[src/rtl/rvfi_commit_serializer_if.sv]
// Stand-in riscv/rvfi_pkg packages plus the output record stream interface
// shared by rvfi_commit_serializer and its consumer.
package riscv;
  localparam int unsigned XLEN = 32;
endpackage

package rvfi_pkg;
  typedef struct packed {
    logic                     valid;
    logic [63:0]              order;
    logic [31:0]              insn;
    logic                     trap;
    logic [riscv::XLEN-1:0]   pc_rdata;
    logic [riscv::XLEN-1:0]   mem_addr;
    logic [riscv::XLEN/8-1:0] mem_wmask;
    logic [riscv::XLEN-1:0]   mem_wdata;
  } rvfi_instr_t;
endpackage

interface rvfi_commit_serializer_if;
  logic                  out_valid_o;
  logic                  out_ready_i;
  rvfi_pkg::rvfi_instr_t out_o;

  modport master (output out_valid_o, output out_o, input out_ready_i);
  modport slave  (input out_valid_o, input out_o, output out_ready_i);
endinterface

[src/rtl/rvfi_commit_serializer.sv]
// Serialises up to NR_COMMIT_PORTS RVFI commits per cycle into a single-record
// stream and stops on a tohost write. Optional macro: RVFI_SER_TRAP_RECORD_EN.
module rvfi_commit_serializer #(
  parameter int unsigned NR_COMMIT_PORTS = 2,
  parameter int unsigned DEPTH           = 8
) (
  input  logic                                        clk_i,
  input  logic                                        rst_ni,
  input  rvfi_pkg::rvfi_instr_t [NR_COMMIT_PORTS-1:0] rvfi_i,
  input  logic [riscv::XLEN-1:0]                      tohost_addr_i,
  rvfi_commit_serializer_if.master                    out_if,
  output logic [$clog2(DEPTH):0]                      count_o,
  output logic                                        overflow_o,
  output logic                                        halt_o,
  output logic [riscv::XLEN-1:0]                      exit_code_o
);
  localparam int unsigned AW = $clog2(DEPTH);

  typedef logic [AW-1:0] ptr_t;
  typedef logic [AW:0]   cnt_t;
  typedef enum logic [1:0] {RUN, ARMED, HALTED} state_e;

  state_e                 r_state, w_state_nxt;
  rvfi_pkg::rvfi_instr_t  r_mem [DEPTH];
  ptr_t                   r_wptr, r_rptr;
  cnt_t                   r_count;
  logic                   r_overflow;
  logic [riscv::XLEN-1:0] r_exit_code;

  logic                       w_pop;
  cnt_t                       w_free;
  cnt_t                       w_n_acc;
  logic [NR_COMMIT_PORTS-1:0] w_req;
  logic [NR_COMMIT_PORTS-1:0] w_acc;
  ptr_t                       w_waddr [NR_COMMIT_PORTS];
  logic                       w_drop;
  logic                       w_arm;
  logic [riscv::XLEN-1:0]     w_arm_data;

  assign w_pop  = (r_count != '0) && out_if.out_ready_i;
  assign w_free = cnt_t'(DEPTH) - r_count + cnt_t'(w_pop);

  // Accept requests in port order while space lasts; the first tohost hit
  // ends the cycle, so later ports are discarded rather than counted as drops.
  always_comb begin
    // NOTE: every variable gets a default before any branch so no latch is inferred.
    w_req      = '0;
    w_acc      = '0;
    w_n_acc    = '0;
    w_drop     = 1'b0;
    w_arm      = 1'b0;
    w_arm_data = '0;
    for (int i = 0; i < NR_COMMIT_PORTS; i++) begin
      w_waddr[i] = '0;
`ifdef RVFI_SER_TRAP_RECORD_EN
      w_req[i] = rvfi_i[i].valid | rvfi_i[i].trap;
`else
      w_req[i] = rvfi_i[i].valid;
`endif
    end
    if (r_state == RUN) begin
      for (int i = 0; i < NR_COMMIT_PORTS; i++) begin
        if (!w_arm && w_req[i]) begin
          if (w_n_acc < w_free) begin
            w_acc[i]   = 1'b1;
            w_waddr[i] = r_wptr + w_n_acc[AW-1:0];
            w_n_acc    = w_n_acc + 1'b1;
            if ((tohost_addr_i != '0) && (rvfi_i[i].mem_addr == tohost_addr_i) &&
                (rvfi_i[i].mem_wmask != '0) && (rvfi_i[i].mem_wdata != '0)) begin
              w_arm      = 1'b1;
              w_arm_data = rvfi_i[i].mem_wdata;
            end
          end else begin
            w_drop = 1'b1;
          end
        end
      end
    end
  end

  always_ff @(posedge clk_i or negedge rst_ni) begin
    // NOTE: sequential state uses non-blocking assignments so every register samples pre-edge values.
    if (!rst_ni) r_state <= RUN;
    else         r_state <= w_state_nxt;
  end

  always_comb begin
    w_state_nxt = r_state;
    case (r_state)
      RUN:     if (w_arm) w_state_nxt = ARMED;
      ARMED:   if (r_count == '0) w_state_nxt = HALTED;
      HALTED:  w_state_nxt = HALTED;
      default: w_state_nxt = RUN;
    endcase
  end

  always_ff @(posedge clk_i or negedge rst_ni) begin
    if (!rst_ni) begin
      r_wptr      <= '0;
      r_rptr      <= '0;
      r_count     <= '0;
      r_overflow  <= 1'b0;
      r_exit_code <= '0;
    end else begin
      r_wptr     <= r_wptr + w_n_acc[AW-1:0];
      r_rptr     <= r_rptr + ptr_t'(w_pop);
      r_count    <= r_count + w_n_acc - cnt_t'(w_pop);
      r_overflow <= r_overflow | w_drop;
      if (w_arm) r_exit_code <= w_arm_data;
    end
  end

  // NOTE: storage has no reset; occupancy alone decides which entries are meaningful.
  always_ff @(posedge clk_i) begin
    for (int i = 0; i < NR_COMMIT_PORTS; i++) begin
      if (w_acc[i]) r_mem[w_waddr[i]] <= rvfi_i[i];
    end
  end

  assign out_if.out_valid_o = (r_count != '0);
  assign out_if.out_o       = r_mem[r_rptr];
  assign count_o            = r_count;
  assign overflow_o         = r_overflow;
  assign halt_o             = (r_state == HALTED);
  assign exit_code_o        = r_exit_code;

endmodule
[src/flat_wrapper.sv]
// flat-port wrapper written by rule: the top's interface ports become plain ports
module rvfi_commit_serializer_flat 
#(
  parameter int unsigned NR_COMMIT_PORTS = 2,
  parameter int unsigned DEPTH           = 8
)
  (clk_i, rst_ni, rvfi_i, tohost_addr_i, count_o, overflow_o, halt_o, exit_code_o, out_if_out_valid_o, out_if_out_o, out_if_out_ready_i);
  rvfi_commit_serializer_if out_if_i ();
  input  logic clk_i;
  input  logic rst_ni;
  input  rvfi_pkg::rvfi_instr_t [NR_COMMIT_PORTS-1:0] rvfi_i;
  input  logic [riscv::XLEN-1:0] tohost_addr_i;
  output logic [$clog2(DEPTH):0] count_o;
  output logic overflow_o;
  output logic halt_o;
  output logic [riscv::XLEN-1:0] exit_code_o;
  output wire logic [$bits(out_if_i.out_valid_o)-1:0] out_if_out_valid_o;
  output wire logic [$bits(out_if_i.out_o)-1:0] out_if_out_o;
  input wire logic [$bits(out_if_i.out_ready_i)-1:0] out_if_out_ready_i;
  assign out_if_out_valid_o = out_if_i.out_valid_o;
  assign out_if_out_o = out_if_i.out_o;
  assign out_if_i.out_ready_i = out_if_out_ready_i;
  rvfi_commit_serializer #(.NR_COMMIT_PORTS(NR_COMMIT_PORTS), .DEPTH(DEPTH)) u_core (.clk_i(clk_i), .rst_ni(rst_ni), .rvfi_i(rvfi_i), .tohost_addr_i(tohost_addr_i), .out_if(out_if_i), .count_o(count_o), .overflow_o(overflow_o), .halt_o(halt_o), .exit_code_o(exit_code_o));
endmodule
[config.mk]
export PLATFORM = sky130hd
export DESIGN_NAME = rvfi_commit_serializer_flat
export DESIGN_NICKNAME = d
export VERILOG_FILES = /design/src/rtl/rvfi_commit_serializer_if.sv /design/src/rtl/rvfi_commit_serializer.sv /design/src/flat_wrapper.sv
export SDC_FILE = /design/constraint.sdc
export NUM_CORES = 2
export LEC_CHECK = 0
export CAP_MARGIN = 10
export CORE_ASPECT_RATIO = 0.8
export CORE_MARGIN = 8
export CORE_UTILIZATION = 64
export CTS_CLUSTER_DIAMETER = 200
export DETAILED_ROUTE_END_ITERATION = 10
export DONT_BUFFER_PORTS = 1
export GPL_TIMING_DRIVEN = 0
export PLACE_DENSITY = 0.89
export RECOVER_POWER = 25
export SLEW_MARGIN = 20
export SYNTH_ARGS = -nofsm -noshare
export SYNTH_HDL_FRONTEND = slang
export SYNTH_SLANG_ARGS = --single-unit
[constraint.sdc]
create_clock -name clk_i -period 22.7 [get_ports clk_i]
set_input_delay 4.54 -clock clk_i [delete_from_list [all_inputs] [get_ports clk_i]]
set_output_delay 4.54 -clock clk_i [all_outputs]
set_load 0.03 [all_outputs]
==> results.yml <==
sta:
  worst_slack_ns: 8.68
  worst_pin_slew_ns: 2.80
  clock.fmax_ghz: 0.0713
  slew_violations: 52
  finalHoldViolCount: 0
  max_slew_margin: -0.882
  rsz0062_at_grt: "false"
  tns_ns: 0
  skew_ns: 0.0269
  setup_viol: 0
  timing.final.crit_share: 0.618
  fin_crit_ns: 14.02
pwr:
  leakage_uw: 0.0308
  power_density_nw_per_um2: 130
  switching_share: 0.367
  power_frac_seq: 0.358
  p_int_uw: 7630
  p_clk_frac: 0.214
  combPwrFrac: 0.428
  ir_worst_vdd_v: 0.0000883
  p_sw_uw: 4420
global_route:
  grt_max_degree: 46
  grt_use_total: 0.327
  grt_remaining_overflow: 0
  antenna_found_initial: 12
  grt_pass1_vias: 49400
  grt_pass1_wl_um: 342000
setup_path:
  critical_path.max_fanout: 17
  arrival_ns: 14.54
  end_kind: "register"
  start_kind: "input pin"
  worstSetupPathType: "in -> reg"
  crit_required_ns: 23.22
placed_design:
  place_hpwl_um: 161000
  dp_slack_ns: 12.79
  finalWeightedCongestion: 0.937
  port_buffers: 0
drt:
  via_per_inst: 7.09
  drt_drc_violations_left: 0
  firstDrtPassIters: 6
  dr.first_iter.drc_count: 6030
  vias: 47700
  wl_per_cell_um: 35.4
  ant_nets: 0
  finalWirelength_um: 238000
floorplan:
  initial_core_util: 0.643
  core_um2: 129000
  fp-row-count: 118
  chipWidth_um: 419
  die_area_um2: 142000
  die_h_um: 338
  ios: 668
yosys:
  synth_xor_xnor_area_share: 0.00738
  syn_area_um2: 83100
  syn_nets: 5019
  synthFlopType: "edfxtp_1"
  synth.distinct_cells: 46
  synth_edf_count: 1584
  synth.avg_cell_area_um2: 18.2
  yosysSeqAreaShare: 0.586
  synth_compound_area_frac: 0.0108
  synthSimpleGateAreaFrac: 0.00701
  synthArstFlopShare: 0.0276
  synth_top_family_by_area: "multiplexers"
  muxShareOfSynthArea: 0.358
  synthAdderAreaFrac: 0.00304
  yosys_warnings: 0
  ys_seq_elements: 1629
  syn-instance-count: 4569
clock_tree:
  cts_tree: "yes"
  postCtsHoldBufs: 0
  root_buffer: "clkbuf_16"
  postCtsSetupBuffers: 0
  clock_path_buffers: 3
  cts-buffers-inserted: 160
  cts-resized-gates: 0
  htree_num_levels: 4
  clk_latency_ns: 0.79
  cts.sinks: 1629
  path_clk_slew_ns: 0.06
cells_and_area:
  fillers: 7620
  synthToLayoutAreaGrowth_pct: 11.6
  nNetsFinal: 5306
  layout-drive-gt1-share: 0.521
run_status:
  violations: "max-capacitance violations, max-slew violations"
  status: "finished, violations left"
worst_hold_path:
  min_path_type: "reg -> reg"
flow_run:
  cap_violations: 7
-- per-layer routing --
layer	vias to the layer above	wire [um]	GRT usage
met2	3275	113000	0.513
met4	4	16300	0.191
met5	-	26	0
met3	751	25500	0.0924
met1	24600	83600	0.410
li1	19100	-	-
-- stage by stage --
step                std cells  power, uW  hold WS, ns  cell area [um^2]  utilization
finish                   6732      12000        0.515             92800        0.718
global route             6732      12400        0.547             92800        0.718
detailed placement       6432       9500        0.500             88100        0.682
global placement         6309       9910        0.486             85300        0.660
floorplan                4569       8200        0.477             83100            -
CTS                      6721      12100        0.514             93000        0.720
-- sequential cells by signal, indices dropped and copies added (netlist names) --
| register | cells |
|---|---|
| u_core.r_state | 2 |
| u_core.r_rptr | 3 |
| u_core.r_mem | 1584 |
| u_core.count_o | 4 |
| u_core.exit_code_o | 32 |
| u_core.r_wptr | 3 |
| u_core.overflow_o | 1 |
-- cells in the mapped netlist (4+ instances only) --
cell type  number  area, um^2
nor2_1          8        30.0
clkbuf_2        4        20.0
buf_1         110         413
dfrtp_1        45        1130
ha_1           17         213
buf_6          46         518
inv_1          20        75.1
nand4_1        13        81.3
a2bb2oi_1      32         280
o2bb2ai_1      32         280
nand2_1        14        52.6
mux4_2        396        8920
xnor2_1        18         158
and3_1          5        31.3
buf_2          78         390
clkbuf_1      143         537
mux2_4        216        3240
edfxtp_1     1584       47600
buf_4          54         405
a21oi_1        36         180
nor4_1         38         238
o21ai_0         8        40.0
xor2_1         52         455
mux2_2       1560       17600
nand3_1        11        55.1
-- cell type report --
| class | instances | area (um^2) | area share |
|---|---|---|---|
| clock inverters | 80 | 621 | 0.00669 |
| diodes | 9 | 22.5 | 0.000243 |
| clock buffers | 209 | 4300 | 0.0464 |
| flip-flops and latches | 1629 | 48700 | 0.525 |
| inverters | 21 | 78.8 | 0.000850 |
| multi-input cells | 2484 | 32000 | 0.345 |
| well taps | 1740 | 2180 | 0.0235 |
| plain buffers | 435 | 2140 | 0.0230 |
| repair buffers | 125 | 2690 | 0.0290 |
-- final timing paths --
check	from	slack, ns	to	cells after the start
setup / recovery	rvfi_i[53]	8.68	u_core.r_mem[1][94]	17
max in group asynchronous	rst_ni	19.15	u_core.r_rptr[2]	0
hold reg to reg	u_core.r_rptr[1]	0.51	u_core.r_rptr[1]	1
setup reg to reg	u_core.count_o[2]	13.35	u_core.r_mem[1][94]	23
min in group asynchronous	rst_ni	3.44	u_core.exit_code_o[2]	0
hold / removal	u_core.r_rptr[1]	0.51	u_core.r_rptr[1]	1
-- cells in the final DEF, fill, tap and decap left out, types with 12 or more instances in the layout --
cell / count
buf_6: 66
buf_4: 42
buf_1: 106
nor4_1: 38
xor2_1: 52
buf_16: 69
inv_1: 20
clkinv_1: 41
ha_1: 17
clkbuf_16: 164
nand2_1: 14
a2bb2oi_1: 32
o2bb2ai_1: 32
clkbuf_2: 17
clkinv_2: 17
nand4_1: 13
buf_12: 12
buf_8: 18
edfxtp_1: 1584
dfrtp_1: 45
clkbuf_1: 264
mux4_2: 396
a21oi_1: 36
xnor2_1: 18
mux2_4: 205
mux2_1: 24
mux2_2: 1547
-- cell families after synthesis --
family / count (synthesis)
AOI/OAI and AO/OA: 122
xor gates and xnor gates: 70
adders and majority gates: 19
buffers and inverters: 456
DFF: 1629
muxes: 2172
and+or+nand+nor: 101
-- worst max-delay path, stage by stage --
cell	delay, ns
clkbuf_1	0.39
xor2_1	0.17
nor4_1	0.39
nand4_1	0.23
nor4_1	2.20
a21boi_0	1.23
nand4_1	0.36
clkbuf_1	1.13
clkbuf_1	0.70
clkbuf_1	0.63
o21ai_0	1.11
buf_16	0.50
buf_16	0.18
buf_16	0.17
buf_16	0.18
buf_16	0.17
buf_16	0.17
-- power by group through the flow --
| stage | sequential [uW] | combinational [uW] | clock, uW |
|---|---|---|---|
| detailed placement | 4370 | 5130 | 0 |
| CTS | 4310 | 5160 | 2590 |
| global placement | 5240 | 4670 | 0 |
| floorplan | 4730 | 3470 | 0 |
| finish | 4320 | 5150 | 2580 |
| global route | 4350 | 5310 | 2700 |
Note: power is estimated with default switching activity, not from simulation.
